==> src/rtl/pcie_msg_queue_ctrl.sv <==
// pcie_msg_queue_ctrl
//
// Per-queue bookkeeping for assembled PCIe messages. Each completion from the
// message receiver either bumps an error counter or is accepted into its queue.
// Acceptance advances that queue's write pointer, bumps its pending count and
// sets its sticky status bit. Software consumes messages via i_rd_done and
// clears status bits with a W1C level.
//
// Ports:
//   clk, rst_n          system clock, synchronous active-low reset
//   i_asm_valid/tag/len completion pulse, target queue, length in beats
//   i_rd_done/tag       software consumed one message from a queue
//   i_intr_clear        W1C level per queue status bit
//   i_intr_enable       interrupt mask per queue
//   i_wptr_sel          queue shown on o_q_wptr
//   o_intr_status       {zero, status[NUM_Q-1:0]}
//   o_q_wptr            {20'h0, pend[3:0], 2'b0, wptr[5:0]} of selected queue
//   o_err_cnt           {bad_tag, overflow, len_err, 8'h0}
//   o_msg_interrupt     registered OR of enabled status bits
module pcie_msg_queue_ctrl #(
    parameter int unsigned NUM_Q    = 15,
    parameter int unsigned QDEPTH   = 64,
    parameter int unsigned PTR_W    = 6,
    parameter int unsigned MAX_PEND = 15
) (
    input  logic        clk,
    input  logic        rst_n,
    input  logic        i_asm_valid,
    input  logic [3:0]  i_asm_tag,
    input  logic [11:0] i_asm_len,
    input  logic        i_rd_done,
    input  logic [3:0]  i_rd_tag,
    input  logic [31:0] i_intr_clear,
    input  logic [31:0] i_intr_enable,
    input  logic [3:0]  i_wptr_sel,
    output logic [31:0] o_intr_status,
    output logic [31:0] o_q_wptr,
    output logic [31:0] o_err_cnt,
    output logic        o_msg_interrupt
);

    localparam logic [3:0]  NumQTag   = 4'(NUM_Q);
    localparam logic [11:0] QDepthLen = 12'(QDEPTH);
    localparam logic [3:0]  MaxPend   = 4'(MAX_PEND);

    logic [PTR_W-1:0] wptr_q [NUM_Q];
    logic [PTR_W-1:0] wptr_d [NUM_Q];
    logic [3:0]       pend_q [NUM_Q];
    logic [3:0]       pend_d [NUM_Q];
    logic [NUM_Q-1:0] status_q, status_d;
    logic [7:0]       bad_tag_q, bad_tag_d;
    logic [7:0]       ovf_q, ovf_d;
    logic [7:0]       len_err_q, len_err_d;
    logic             intr_q, intr_d;

    logic             tag_ok, len_ok, rd_same, tag_full;
    logic             bad_tag_ev, len_err_ev, ovf_ev, accept;
    logic [NUM_Q-1:0] inc_vec, dec_vec;

    // Upper mask/clear bits have no queue behind them.
    logic unused_bits;
    assign unused_bits = ^{i_intr_clear[31:NUM_Q], i_intr_enable[31:NUM_Q]};

    function automatic logic [7:0] sat_inc(input logic [7:0] v);
        return (v == 8'hFF) ? v : v + 8'd1;
    endfunction

    // Classify the incoming completion; exactly one outcome applies.
    always_comb begin
        tag_ok   = i_asm_tag < NumQTag;
        len_ok   = (i_asm_len != 12'd0) && (i_asm_len <= QDepthLen);
        rd_same  = i_rd_done && (i_rd_tag == i_asm_tag);
        tag_full = 1'b0;
        for (int q = 0; q < NUM_Q; q++) begin
            if (i_asm_tag == 4'(q)) begin
                tag_full = (pend_q[q] == MaxPend);
            end
        end
        bad_tag_ev = i_asm_valid && !tag_ok;
        len_err_ev = i_asm_valid && tag_ok && !len_ok;
        // A same-queue consume frees a slot this cycle, so a full queue still accepts.
        ovf_ev     = i_asm_valid && tag_ok && len_ok && tag_full && !rd_same;
        accept     = i_asm_valid && tag_ok && len_ok && !(tag_full && !rd_same);
    end

    // Per-queue next state.
    always_comb begin
        inc_vec = '0;
        dec_vec = '0;
        for (int q = 0; q < NUM_Q; q++) begin
            inc_vec[q] = accept && (i_asm_tag == 4'(q));
            dec_vec[q] = i_rd_done && (i_rd_tag == 4'(q)) && (pend_q[q] != 4'd0);
            wptr_d[q]  = inc_vec[q] ? wptr_q[q] + i_asm_len[PTR_W-1:0] : wptr_q[q];
            unique case ({inc_vec[q], dec_vec[q]})
                2'b10:   pend_d[q] = pend_q[q] + 4'd1;
                2'b01:   pend_d[q] = pend_q[q] - 4'd1;
                default: pend_d[q] = pend_q[q];
            endcase
        end
        // Set wins over clear on the same bit.
        status_d  = (status_q & ~i_intr_clear[NUM_Q-1:0]) | inc_vec;
        bad_tag_d = bad_tag_ev ? sat_inc(bad_tag_q) : bad_tag_q;
        len_err_d = len_err_ev ? sat_inc(len_err_q) : len_err_q;
        ovf_d     = ovf_ev     ? sat_inc(ovf_q)     : ovf_q;
        intr_d    = |(status_q & i_intr_enable[NUM_Q-1:0]);
    end

    always_ff @(posedge clk) begin
        if (!rst_n) begin
            for (int q = 0; q < NUM_Q; q++) begin
                wptr_q[q] <= '0;
                pend_q[q] <= '0;
            end
            status_q  <= '0;
            bad_tag_q <= '0;
            ovf_q     <= '0;
            len_err_q <= '0;
            intr_q    <= 1'b0;
        end else begin
            for (int q = 0; q < NUM_Q; q++) begin
                wptr_q[q] <= wptr_d[q];
                pend_q[q] <= pend_d[q];
            end
            status_q  <= status_d;
            bad_tag_q <= bad_tag_d;
            ovf_q     <= ovf_d;
            len_err_q <= len_err_d;
            intr_q    <= intr_d;
        end
    end

    always_comb begin
        o_q_wptr = '0;
        for (int q = 0; q < NUM_Q; q++) begin
            if (i_wptr_sel == 4'(q)) begin
                o_q_wptr[PTR_W-1:0] = wptr_q[q];
                o_q_wptr[11:8]      = pend_q[q];
            end
        end
    end

    assign o_intr_status   = {{(32 - NUM_Q){1'b0}}, status_q};
    assign o_err_cnt       = {bad_tag_q, ovf_q, len_err_q, 8'h00};
    assign o_msg_interrupt = intr_q;

endmodule

==> config.mk <==
export PLATFORM = sky130hd
export DESIGN_NAME = pcie_msg_queue_ctrl
export DESIGN_NICKNAME = d
export VERILOG_FILES = /design/src/rtl/pcie_msg_queue_ctrl.sv
export SDC_FILE = /design/constraint.sdc
export NUM_CORES = 1
export LEC_CHECK = 0
export CAP_MARGIN = 15
export CORE_AREA = 2 2 171 173
export CTS_BUF_LIST = sky130_fd_sc_hd__clkbuf_4 sky130_fd_sc_hd__clkbuf_8 sky130_fd_sc_hd__clkbuf_16
export DETAILED_ROUTE_END_ITERATION = 10
export DIE_AREA = 0 0 173 175
export HOLD_SLACK_MARGIN = 0.02
export PLACE_DENSITY_LB_ADDON = 0.05
export SLEW_MARGIN = 20
export SYNTH_ARGS = -nofsm -noshare
export SYNTH_HDL_FRONTEND = slang
export SYNTH_SLANG_ARGS = --single-unit
==> constraint.sdc <==
create_clock -name clk -period 5.8 [get_ports clk]
set_input_delay 1.16 -clock clk [delete_from_list [all_inputs] [get_ports clk]]
set_output_delay 1.16 -clock clk [all_outputs]
set_load 0.01 [all_outputs]
**After elaboration in Yosys (flattened, before gate mapping)**

Memory sizes are Yosys's and may differ from the RTL's.
Index checks and enable logic that the tools add are counted.
W data, S select, Z words.

- Mux-type cells: 107
- Bitwise operators: 37
- Add/subtract/negate cells: 48
- Equal/unequal tests: 91
- Reductions and logical operators: 82
- $lt $le $gt $ge: 2

Operator list:

| cell | number |
|---|---|
| $mux W6 | 45 |
| $eq A4 B4 Y1 const B | 36 |
| $mux W4 | 30 |
| $pmux W4 S2 | 15 |
| $add A6 B6 Y6 | 15 |
| $add A4 B1 Y4 const B | 15 |
| $reduce_bool A4 Y1 | 15 |
| $sub A4 B1 Y4 const B | 15 |
| $logic_and A1 B1 Y1 | 55 |
| $eq A4 B3 Y1 const B | 12 |
| $and A15 B15 Y15 | 2 |
| $eq A2 B1 Y1 const B | 15 |
| $eq A2 B2 Y1 const B | 15 |
| $or A1 B1 Y1 | 30 |
| $add A8 B1 Y8 const B | 3 |
| $eq A4 B2 Y1 const B | 6 |
| $eq A8 B8 Y1 const B | 3 |
| $mux W1 | 17 |
| $not A15 Y15 | 1 |
| $or A15 B15 Y15 | 1 |
| $reduce_or A15 Y1 | 1 |
| $eq A4 B1 Y1 const B | 3 |
| $le A12 B7 Y1 const B | 1 |
| $logic_not A4 Y1 | 3 |
| other kinds (6) | 13 |

- Word-level logic and storage cells: 374
- RAM bits: 150
- Memories: 2
- Input port bits: 92
- Register bits: 40

Memories:

| memory | depth | width | rd ports | clocked after memory_dff | write ports | RTL line | source |
|---|---|---|---|---|---|---|---|
| wptr_q | 15 | 6 | 15 | 0 | 15 | 46 | `logic [PTR_W-1:0] wptr_q [NUM_Q];` |
| pend_q | 15 | 4 | 15 | 0 | 15 | 48 | `logic [3:0] pend_q [NUM_Q];` |

**Logic depth before layout (Yosys ltp)**

An unclocked memory read counts as a cell.

- Depth in word-level cells: 24
- Depth in mapped cells: 16
- Depth with buffers taken out: 13

**Worst setup path after synthesis**

No wires, ideal clock.

- Path type: input to register
- From: input port i_rd_tag[0]
- To: memory pend_q[7][2] (netlist: pend_q[0][30])
- Required time: 5.730 ns
- Stages on the path: 16
- Arrival: 4.272 ns
- Path slack: 1.457 ns
- Setup time: 0.070 ns
- Cells stage by stage: clkbuf_1 xnor2_1 nand2_1 nor4_1 nor2_2 buf_2 a2111oi_1 buf_2 inv_1 ha_1 xor2_1 ha_1 a21oi_1 xor2_1 or3_1 a21oi_1

RTL lines:

| element | RTL line | source |
|---|---|---|
| start, declared | 32 | `input logic [3:0] i_rd_tag,` |
| end, declared | 48 |  |

**Worst setup path in the final report**

- From: input port i_wptr_sel[2]
- To: output port o_q_wptr[9]

- Word-level cells in the longest chain between the ends: 16
- Elaborated cells between the ends (all ways): 30
- Classes of those cells: eq/ne: 14; mux: 15; reduce/logical: 1

RTL lines:

| element | RTL line | source |
|---|---|---|
| start, declared | 35 | `input logic [3:0] i_wptr_sel,` |
| $logic_not A4 Y1 | 135 | `if (i_wptr_sel == 4'(q)) begin` |
| $mux W4 (14 in a row) | 135 |  |
| $mux W4 * | 135 |  |
| end, declared | 37 | `output logic [31:0] o_q_wptr,` |

Mark *: on every way between the ends. The rest lies on a longest branch, timed or not.

==> flow_summary.ini <==
[outcome]
run_status = finished, final reports clean

[layout]
area_delta_synth_final_pct = 14.8
final_util_pct = 56.4
mostFrequentLayoutCell = dfxtp_1
drive_gt1_share_pct = 6.83
final_cell_mix = dfxtp_1, nor2_1, a21oi_1, ha_1, nand2_1
final_nets = 2003
n_antenna_cell = 0

[global_route]
antenna_found_initial = 3
grt_pass1_wl_um = 63200
grt_max_degree = 90
grt_overflow = 0
grt_usage_pct = 26.3
grt_pass1_vias = 11578

[sta]
max_freq_mhz = 193
finalMaxSlewViolations = 0
setup_ws_ns = 0.611
maxSlewHeadroom_pct = 38.0
rsz0062_at_grt = false
finalCritPeriodShare_pct = 89.5
finalCriticalPeriod_ns = 5.19
finalHoldViolations = 0
setup_viol = 0
setup-tns-final_ns = 0
tightest_slew_ns = 0.928
finClkSkew_ns = 0.0171

[placement]
port_buffers = 107
gp_congestion = 0.898
dp_hpwl_um = 29700
post-place-ws_ns = 0.590

[power]
intPower_mw = 2.18
ir_drop_mv = 0.186
combPwrFrac_pct = 11.3
power_mw = 2.95
p_leak_nw = 6.22
swShare_pct = 26.1
p_seq_share_pct = 44.4
power_density_mw_per_mm2 = 184
p_clk_share_pct = 44.3
p_switching_mw = 0.768

[clocking]
cts_buffers = 17
path_clk_slew_ns = 0.07
clock_tree.buffer_depth = 2
cts_tree = yes
cts_setup_buffers = 0
htreeDepth = 4
clk_latency_ns = 0.46
hold_buffers = 0
cts-root-buf = clkbuf_16
clkSinkCount = 190
ctsResizeCount = 0

[setup_path]
end_kind = output pin
crit_arrival_ns = 4.03
crit_start = i_wptr_sel[2]
cp_max_fo = 11
start_kind = primary input
worstSetupPathType = primary input to output pin
r2r_setup_slack_ns = 2.12
r2r_start = pend_q[1][25]
critical_path_required_ns = 4.64

[yosys]
yosys_warnings = 0
synth.area.top_cells = dfxtp_1, ha_1, a21oi_1
syn_area_mm2 = 0.0140
synth_top_area_share_pct = 27.3
synth_ff_type = dfxtp_1
synth-edff-count = 0
yosysTopAreaCell = dfxtp_1
synthesis.instances = 1678
synth_cell_types = 77
ys_ff_latch = 190
async_flop_share_pct = 0
ys_seq_area_share_pct = 27.3
syn_avg_cell_area_um2 = 8.31

[detailed_routing]
viasPerCell = 5.67
dr_total_vias = 12304
drc = 0
routed_wl_um = 39600
ant_nets = 0
drt_first_pass_iters = 6
drt_iter0_drc = 890
routedWlPerCell_um = 18.2

[floorplanning]
core_mm2 = 0.0284
start_util_pct = 49.1
boundaryPins = 189
fp.dieArea_mm2 = 0.0303
dieWidth_um = 173
num_rows = 62
die_y_um = 175

[worst_hold_path]
hp-class = flop to flop
min_from = wptr_q[0][12]

[flow_run]
max_cap_violations = 0
## sequential cells by signal (all words and copies together) (netlist names)
name and flops:
bad_tag_q 8, len_err_q 8, o_msg_interrupt 1, ovf_q 8, pend_q 60, status_q 15, wptr_q 90
## path summary, 6_finish.rpt
check                                     end  cells after the start
worst min-delay path            wptr_q[0][12]                      2
worst max-delay path              o_q_wptr[9]                      9
worst max register to register  pend_q[1][22]                     13
worst min register to register  wptr_q[0][12]                      2
## final cells by class
class                   instances  area [um2]
clock inverters                12         181
well taps                     384         480
multi-input cells            1345        9420
clock buffers                  20         454
flip-flops and latches        190        3800
repair buffers                151        1420
fillers                      2655       12400
inverters                      68         258
## through the flow
step | hold WS [ns] | cell area [um2] | instances
floorplan | 0.439 | 14100 | 1724
CTS | 0.471 | 16000 | 2170
global route | 0.490 | 16000 | 2170
detailed placement | 0.461 | 15400 | 2138
global placement | 0.450 | 15400 | 2138
finish | 0.469 | 16000 | 2170
## synthesized netlist by cell type (4+ instances only)
master,instances
nor4_1,23
a21oi_1,159
and3_1,5
dfxtp_1,190
a221oi_1,7
xnor2_1,65
clkbuf_1,55
nand3_1,35
fa_1,15
nand4_1,15
buf_2,11
a22oi_1,5
buf_1,7
nor2b_1,9
mux2i_1,76
buf_4,47
or3b_1,8
and2_1,5
a2111oi_2,10
or3_1,32
mux4_2,9
o21ai_0,105
nand3b_1,33
a211oi_1,21
inv_1,64
a21o_1,21
nor2_1,163
o22ai_1,8
nand2_1,121
mux2_2,8
o211ai_1,8
o31ai_1,12
xor2_1,64
o21bai_1,13
ha_1,123
nand2b_1,41
nor3_1,20
or4_1,4
## per-layer routing
| layer | up-vias | global-route usage [%] | wire (um) |
|---|---|---|---|
| li1 | 6085 | - | - |
| met1 | 5822 | 35.3 | 18200 |
| met2 | 338 | 42.8 | 18200 |
| met3 | 55 | 5.13 | 2200 |
| met4 | 4 | 7.94 | 916 |
| met5 | - | 0 | 24 |
## power by group through the flow
stage	Sequential (mW)	Combinational, mW	Clock, mW
3_5_place_dp	1.34	0.329	0
4_1_cts	1.31	0.330	1.33
6_report	1.31	0.332	1.31
3_3_place_gp	1.34	0.324	0
5_1_grt	1.31	0.360	1.38
2_1_floorplan	1.34	0.212	0
## critical path: stages
cell             delay [ns]
clkdlybuf4s50_1        0.77
nor2b_1                0.55
o221ai_1               0.24
nand2_1                0.14
o211ai_1               0.12
a21oi_1                0.20
a21oi_1                0.08
o21ai_0                0.19
clkdlybuf4s50_1        0.57
## logic make-up (layout without fill, tap and decap cells)
group / Yosys count / after routing / synth area share (%)
other: 1 / 47 / 0.0269
multiplexers: 93 / 93 / 7.55
AND/OR/NAND/NOR: 527 / 527 / 18.7
adder cells (fa/ha/maj): 138 / 138 / 13.2
buffers and inverters: 189 / 251 / 6.50
flip-flops: 190 / 190 / 27.3
XOR/XNOR: 129 / 129 / 8.10
AO/OA/AOI/OAI: 411 / 411 / 18.7
(Power assumes the default switching activity.)
